--- config.mk ---
export PLATFORM = sky130hd
export DESIGN_NAME = serial_sample_fifo
export DESIGN_NICKNAME = d
export VERILOG_FILES = /design/src/rtl/serial_sample_fifo.sv
export SDC_FILE = /design/constraint.sdc
export NUM_CORES = 2
export LEC_CHECK = 0
export BUFFER_PORTS_ARGS = -buffer_cell sky130_fd_sc_hd__buf_2
export CAP_MARGIN = 20
export CORE_MARGIN = 2
export CORE_UTILIZATION = 40
export DETAILED_ROUTE_END_ITERATION = 12
export SLEW_MARGIN = 20
export SYNTH_ARGS = -nofsm -noshare
export SYNTH_HDL_FRONTEND = slang
export SYNTH_SLANG_ARGS = --single-unit
--- constraint.sdc ---
create_clock -name clk -period 4.77 [get_ports clk]
set_clock_uncertainty 0.05 [all_clocks]
set_input_delay 0.2385 -clock clk [delete_from_list [all_inputs] [get_ports clk]]
set_output_delay 0.2385 -clock clk [all_outputs]
set_load 0.01 [all_outputs]
--- src/rtl/serial_sample_fifo.sv ---
// Serial sample receiver for a Raspberry Pi shift link, feeding a frame FIFO.
// Frames of CHANNELS samples are popped on rising edges of the ready pin.
module serial_sample_fifo #(
    parameter int SAMPLE_W  = 16,
    parameter int CHANNELS  = 2,
    parameter int DEPTH     = 64,
    parameter int LOW_WATER = 32,
    parameter bit MSB_FIRST = 1'b0
) (
    input  logic                         clk,
    input  logic                         rst,
    input  logic                         rpi_clk,
    input  logic                         serial,
    input  logic                         ready,
    output logic [SAMPLE_W*CHANNELS-1:0] data,
    output logic [$clog2(DEPTH):0]       level,
    output logic                         rpi_interrupt,
    output logic                         overrun,
    output logic                         underrun
);

    localparam int AW = $clog2(DEPTH);
    localparam int LW = AW + 1;
    localparam int FW = SAMPLE_W * CHANNELS;
    localparam int BW = $clog2(SAMPLE_W);
    localparam int CW = (CHANNELS > 1) ? $clog2(CHANNELS) : 1;

    logic [2:0]          clk_s;
    logic [2:0]          rdy_s;
    logic [1:0]          ser_s;
    logic                clk_rise;
    logic                rdy_rise;
    logic                ser_bit;

    logic [SAMPLE_W-1:0] sr;
    logic [SAMPLE_W-1:0] sample_next;
    logic [BW-1:0]       bit_cnt;
    logic [CW-1:0]       ch;
    logic [FW-1:0]       stage;
    logic                push_pend;

    logic [FW-1:0]       mem [DEPTH];
    logic [AW-1:0]       wptr;
    logic [AW-1:0]       rptr;
    logic                pop;
    logic                push_ok;

    // Third flop of each chain only serves edge detection.
    always_ff @(posedge clk) begin
        if (rst) begin
            clk_s <= '0;
            rdy_s <= '0;
            ser_s <= '0;
        end else begin
            clk_s <= {clk_s[1:0], rpi_clk};
            rdy_s <= {rdy_s[1:0], ready};
            ser_s <= {ser_s[0], serial};
        end
    end

    assign clk_rise = clk_s[1] & ~clk_s[2];
    assign rdy_rise = rdy_s[1] & ~rdy_s[2];
    assign ser_bit  = ser_s[1];

    always_comb begin
        sample_next = {ser_bit, sr[SAMPLE_W-1:1]};
        if (MSB_FIRST)
            sample_next = {sr[SAMPLE_W-2:0], ser_bit};
    end

    always_ff @(posedge clk) begin
        if (rst) begin
            sr        <= '0;
            bit_cnt   <= '0;
            ch        <= '0;
            stage     <= '0;
            push_pend <= 1'b0;
        end else begin
            push_pend <= 1'b0;
            if (clk_rise) begin
                sr <= sample_next;
                if (bit_cnt == BW'(SAMPLE_W - 1)) begin
                    bit_cnt <= '0;
                    stage[int'(ch)*SAMPLE_W +: SAMPLE_W] <= sample_next;
                    if (ch == CW'(CHANNELS - 1)) begin
                        ch        <= '0;
                        push_pend <= 1'b1;
                    end else begin
                        ch <= ch + 1'b1;
                    end
                end else begin
                    bit_cnt <= bit_cnt + 1'b1;
                end
            end
        end
    end

    // A full FIFO still takes a push when a pop frees the head slot.
    assign pop     = rdy_rise && (level != '0);
    assign push_ok = push_pend && ((level != LW'(DEPTH)) || pop);

    always_ff @(posedge clk) begin
        if (push_ok)
            mem[wptr] <= stage;
    end

    always_ff @(posedge clk) begin
        if (rst) begin
            data          <= '0;
            level         <= '0;
            wptr          <= '0;
            rptr          <= '0;
            overrun       <= 1'b0;
            underrun      <= 1'b0;
            rpi_interrupt <= 1'b1;
        end else begin
            overrun       <= push_pend && !push_ok;
            underrun      <= rdy_rise && (level == '0);
            rpi_interrupt <= (level < LW'(LOW_WATER));
            if (push_ok)
                wptr <= wptr + 1'b1;
            if (pop) begin
                data <= mem[rptr];
                rptr <= rptr + 1'b1;
            end
            if (push_ok && !pop)
                level <= level + 1'b1;
            else if (pop && !push_ok)
                level <= level - 1'b1;
        end
    end

endmodule

# --- After elaboration in Yosys (flattened, before gate mapping) ---
# Memories as Yosys holds them, arrays and structs flattened. A register that Yosys moved wholly into a read port is not among the register bits.
# Index checks and enable logic that the tools add are counted.
op_classes:
  n_reduce_logical: 14
  n_mux: 8
  n_bitwise: 6
  n_eq_ne: 2
  n_lt_le_gt_ge: 1
  addsub: 7
  shifts: 2
ops:
  columns: ["operator", "count"]
  rows:
  - ["5-bit negation with 33-bit output", 1]
  - ["16-bit by 33-bit variable shift with 32-bit output (first input constant)", 1]
  - ["16-bit by 33-bit variable part select with 32-bit output", 1]
  - ["32-bit bitwise mux", 1]
  - ["7-bit two-way mux", 2]
  - ["6-bit by 1-bit adder with 6-bit output (second input constant)", 2]
  - ["7-bit by 1-bit adder with 7-bit output (second input constant)", 1]
  - ["7-bit zero test", 1]
  - ["7-bit by 6-bit < comparator with 1-bit output (second input constant)", 1]
  - ["7-bit != test (second input constant)", 1]
  - ["7-bit nonzero test", 1]
  - ["7-bit by 1-bit subtractor with 7-bit output (second input constant)", 1]
  - ["1-bit logical AND", 6]
  - ["4-bit by 1-bit adder with 4-bit output (second input constant)", 1]
  - ["4-bit == test (second input constant)", 1]
  - ["1-bit two-way mux", 4]
  - ["4-bit two-way mux", 1]
  - ["1-bit inverter", 4]
  - ["3-bit OR reduction", 1]
  - ["1-bit bitwise AND", 2]
  - ["1-bit zero test", 2]
  - ["2-bit AND reduction", 1]
  - ["2-bit nonzero test", 1]
  - ["1-bit adder (second input constant)", 1]
  - ["1-bit logical OR", 1]
totals:
  mem_bits_rw: 2048
  output_inout_bits: 42
  mem_count: 1
  ff_bits: 84
  input_bits: 5
mem_list:
  columns: ["name", "depth", "word_bits", "rd", "rd_clocked_by_memory_dff", "write_ports", "line", "text"]
  rows:
  - ["mem", 64, 32, 1, 1, 1, "42", "logic [FW-1:0] mem [DEPTH];"]

# --- Logic depth before layout (Yosys ltp) ---
logic_depth:
  ltp_word: 9
  mapped_depth: 12

# --- Worst setup path after synthesis ---
# OpenSTA, ideal clock, no wires.
synth_path:
  kind: "reg-to-reg"
  from: "register level[0]"
  to: "memory mem[59][0] in the netlist's numbering (enable)"
  path_stages_with_launch: 6
  path_slack_ps: 1362
  arrival_ps: 2937
  setup_time_ps: 421
  required_ps: 4299
  cell_sequence: "dfxtp_1 > nor4_1 > a41oi_2 > nor2b_1 > nand3_1 > nor2_1"
synth_between:
  elab_chain_len: 6
  elab_cells_between_ends: 7
  classes_between: "eq/ne (1); mux (2); reduce/logical (4)"
synth_rtl:
  columns: ["element", "line", "text"]
  rows:
  - ["from (decl)", "16", "output logic [$clog2(DEPTH):0] level,"]
  - ["from (signal assigned)", "127", "level <= level + 1'b1;"]
  - ["from (signal assigned)", "129", "level <= level - 1'b1;"]
  - ["7-bit nonzero test", "99", "assign pop = rdy_rise && (level != '0);"]
  - ["1-bit logical AND", "99", null]
  - ["1-bit logical OR (*)", "100", "assign push_ok = push_pend && ((level != LW'(DEPTH)) || pop);"]
  - ["1-bit logical AND (*)", "100", null]
  - ["named net push_ok", "46", "logic push_ok;"]
  - ["1-bit two-way mux (*)", "103", "if (push_ok)"]
  - ["1-bit two-way mux (not written as such) (*)", "104", "mem[wptr] <= stage;"]
  - ["to (decl)", "42", null]
# The timed path passes the listed nets; every way through them passes the cells marked *.

# --- Worst setup path after layout ---
layout_path:
  from: "register level[0]"
  to: "memory mem[58][25] in the netlist's numbering (enable)"
# The elaborated chain is that of the path after synthesis.

==> impl_results.md <==
- Largest net degree at the start of global routing: 66
- Synth Area in XOR/XNOR: 0.1699%
- Final min period: 3.776 ns
- Via count: 40900
- Simple logic cell fraction of the synthesized area: 2.139%
- Required time of the critical path: 5.21 ns
- Worst Path Arrival: 4.22 ns
- PwrDens: 390.0 mW/mm^2
- Hold WS: 0.3900 ns
- Antenna Violating Nets Remaining: 0
- Sequential Power Share: 55.6%
- Mux cell area share after synthesis: 15.54%
- Synth Instances: 3872
- Synth Area in Compound Gates: 3.148%
- Rel. slew slack: 26.71%
- DRT Pass-1 Iters: 6
- Die Area: 0.2098 mm^2
- Leak Pwr: 26.53 nW
- CP max-delay cell: a41oi_2
- Post-synthesis sequential area ratio: 77.36%
- Post-DP HPWL: 134700 um
- Fin util: 46.08%
- Largest family of logic cells by synthesized area: multiplexers
- WS Path Type: flop to flop
- Die extent in x: 458.1 um
- Total CTS buffers: 214
- Syn Area/Cell: 21.30 um^2
- Number of flops mapped to enable cells by yosys: 2048
- CTS tree: done
- I/O Buffers: 46
- Placed cell areas: 0.08748 mm^2
- CTS Sinks: 2163
- Switching pwr: 7.273 mW
- FFs w/ async S/R, synth: 0%
- Syn_nets: 3888
- Largest cells by area after synthesis: edfxtp_1 75%, mux4_2 12%, dfxtp_1 2.8%
- Core Area: 0.2048 mm^2
- Ports: 47
- Yosys warnings: 0
- Critical-path cell list: nor4_1, buf_4, a41oi_2, nor2b_1, nand2_1, nor2_4, buf_4
- CP Capture Type: flop
- Dominant cell by count in the synthesized netlist: edfxtp_1
- Worst skew pair latency: 0.88 ns
- Initial drt markers: 5388
- Top FF cell, synth: edfxtp_1
- Net Sw Frac: 19.76%
- Grt total ovfl: 0
- Combinational Power Share: 0.2%
- CP startpoint kind: flop
- Initial core utilization: 40.27%
- Count of different cell masters after synthesis: 61
- Mapped Area: 0.08247 mm^2
- Initial antenna violation count: 21
- DRC viols: 0
- Crit-path most repeated cell: buf_4
- Filler cells: 17030
- Via-per-instance ratio: 5.831
- CP max FO: 24
- Share of post-route cells with drive strength above 1: 27.27%
- Slew at the pin with the worst max-slew slack: 1.097 ns
- FMAX: 264.8 MHz
- Setup-failing EPs final: 0
- Overall routing resource usage: 21.69%
- H-Tree Depth: 4
- Clk root buf: clkbuf_16
- Wire per inst: 32.54 um
- Synth area leader: edfxtp_1
- Status: complete, no violations
- Final hold vios: 0
- Worst vdd ir: 0.2932 mV
- Pint: 29.53 mW
- First-pass GRT wire length: 318400 um
- Synth Area in Adders: 0.1760%
- Clock transition at path regs: 0.06 ns
- Hold Path Class: input pin to flop
- Area delta synth->final: 14.43%
- Clock Tree Buf Depth: 3
- Final Cell Area: 0.09437 mm^2
- MaxCap Viol Count: 0
- CTS resizes: 0
- Unrepaired setup endpoints after global routing: false
- Seq cells post-synth: 2163
- Critical path's largest stage delay: 0.65 ns
- Clock share of power: 44.2%
- Commonest cells post-synth: 2048 x edfxtp_1, 456 x mux4_2, 213 x mux2i_1
- Vias in the first global route: 40740
- Final Max Tran Viols: 0
- Routed WL: 228200 um
- Core Rows: 166
- Final #Nets: 4154
- RD Place Congestion: 0.8651
- Area fraction of the dominant cell type after synthesis: 74.57%
- Period utilization: 79.16%
- Die Ht: 458.1 um
-- flip-flops by register name, summed over array words and instances, names as in the netlist, 2 cells and up --
register,flops
wptr,6
level,7
bit_cnt,4
rdy_s,3
stage,32
sr,15
rptr,6
ser_s,2
data,32
clk_s,3
mem,2048
-- layer usage --
metal | wire length [um] | GRT usage [%]
met1 | 90330 | 28.72
met5 | 105 | 0
met2 | 108100 | 34.30
met4 | 8770 | 7.895
met3 | 20910 | 6.090
-- stage by stage --
stage / setup slack, ns / setup TNS, ns / total power [mW] / cells
floorplan: 1.362 / 0 / 20.91 / 3872
global placement: -0.4577 / -0.4577 / 20.93 / 6599
detailed placement: 0.9635 / 0 / 20.93 / 6602
CTS: 0.9476 / 0 / 37.04 / 7010
global route: 0.8358 / 0 / 37.76 / 7012
finish: 0.9940 / 0 / 36.81 / 7014
-- kinds of logic after synthesis --
logic type | after synthesis
AO/OA/AOI/OAI | 355
XOR/XNOR | 16
adder cells (fa/ha/maj) | 11
buffers and inverters | 227
flip-flops | 2163
multiplexers | 706
AND/OR/NAND/NOR | 394
-- placed cells by master, fill, tap and decap left out, drive strengths merged, types with 51 or more instances in the layout --
cell type,netlist,final
a21oi,51,51
a22oi,63,63
buf,135,258
clkbuf,80,304
clkinv,3,83
dfxtp,115,115
edfxtp,2048,2048
mux2i,213,213
mux4,456,456
nand2,143,143
nor2,119,119
o22ai,52,52
-- cell type report --
type                            count  area, um^2  area share (%)
Sequential cell                  2163       63890           67.70
Clock buffer                      304        5966           6.322
Antenna cell                        3       7.507        0.007955
Multi-Input combinational cell   1482       18020           19.10
Timing Repair Buffer              265        2246           2.380
Inverter                           12       47.55         0.05038
Tap cell                         2688        3363           3.564
Clock inverter                     97       828.3          0.8777
-- power groups by stage --
stage               combinational (mW)  sequential [mW]  clock [mW]
floorplan                       0.0468             20.9           0
global route                    0.0822             20.4        17.2
finish                          0.0773             20.4        16.3
detailed placement              0.0731             20.9           0
global placement                0.0730             20.9           0
CTS                             0.0780             20.4        16.5
-- worst max-delay path, delay by kind of cell (launching register included) --
| kind | cells | cell delay [ns] |
|---|---|---|
| AOI/OAI and AO/OA | 1 | 0.65 |
| buffers and inverters | 2 | 0.59 |
| DFF | 1 | 0.45 |
| and+or+nand+nor | 4 | 1.62 |
-- repair_timing --
action / CTS / global route
endpoints found under the setup margin: 0 / 0
buffers inserted: 0 / 0
hold buffers: 7 / 0
endpoints found under the hold margin: 58 / 0
-- path summary, 6_finish.rpt --
| kind | startpoint | endpoint | slack (ns) | cells past startpoint |
|---|---|---|---|---|
| setup / recovery | level[0] | mem[58][25] | 0.99 | 7 |
| hold / removal | rst | rdy_s[1] | 0.39 | 4 |
| setup reg to reg | level[0] | mem[58][25] | 0.99 | 7 |
| hold reg to reg | rdy_s[0] | rdy_s[1] | 0.39 | 1 |
(Power assumes the default switching activity.)
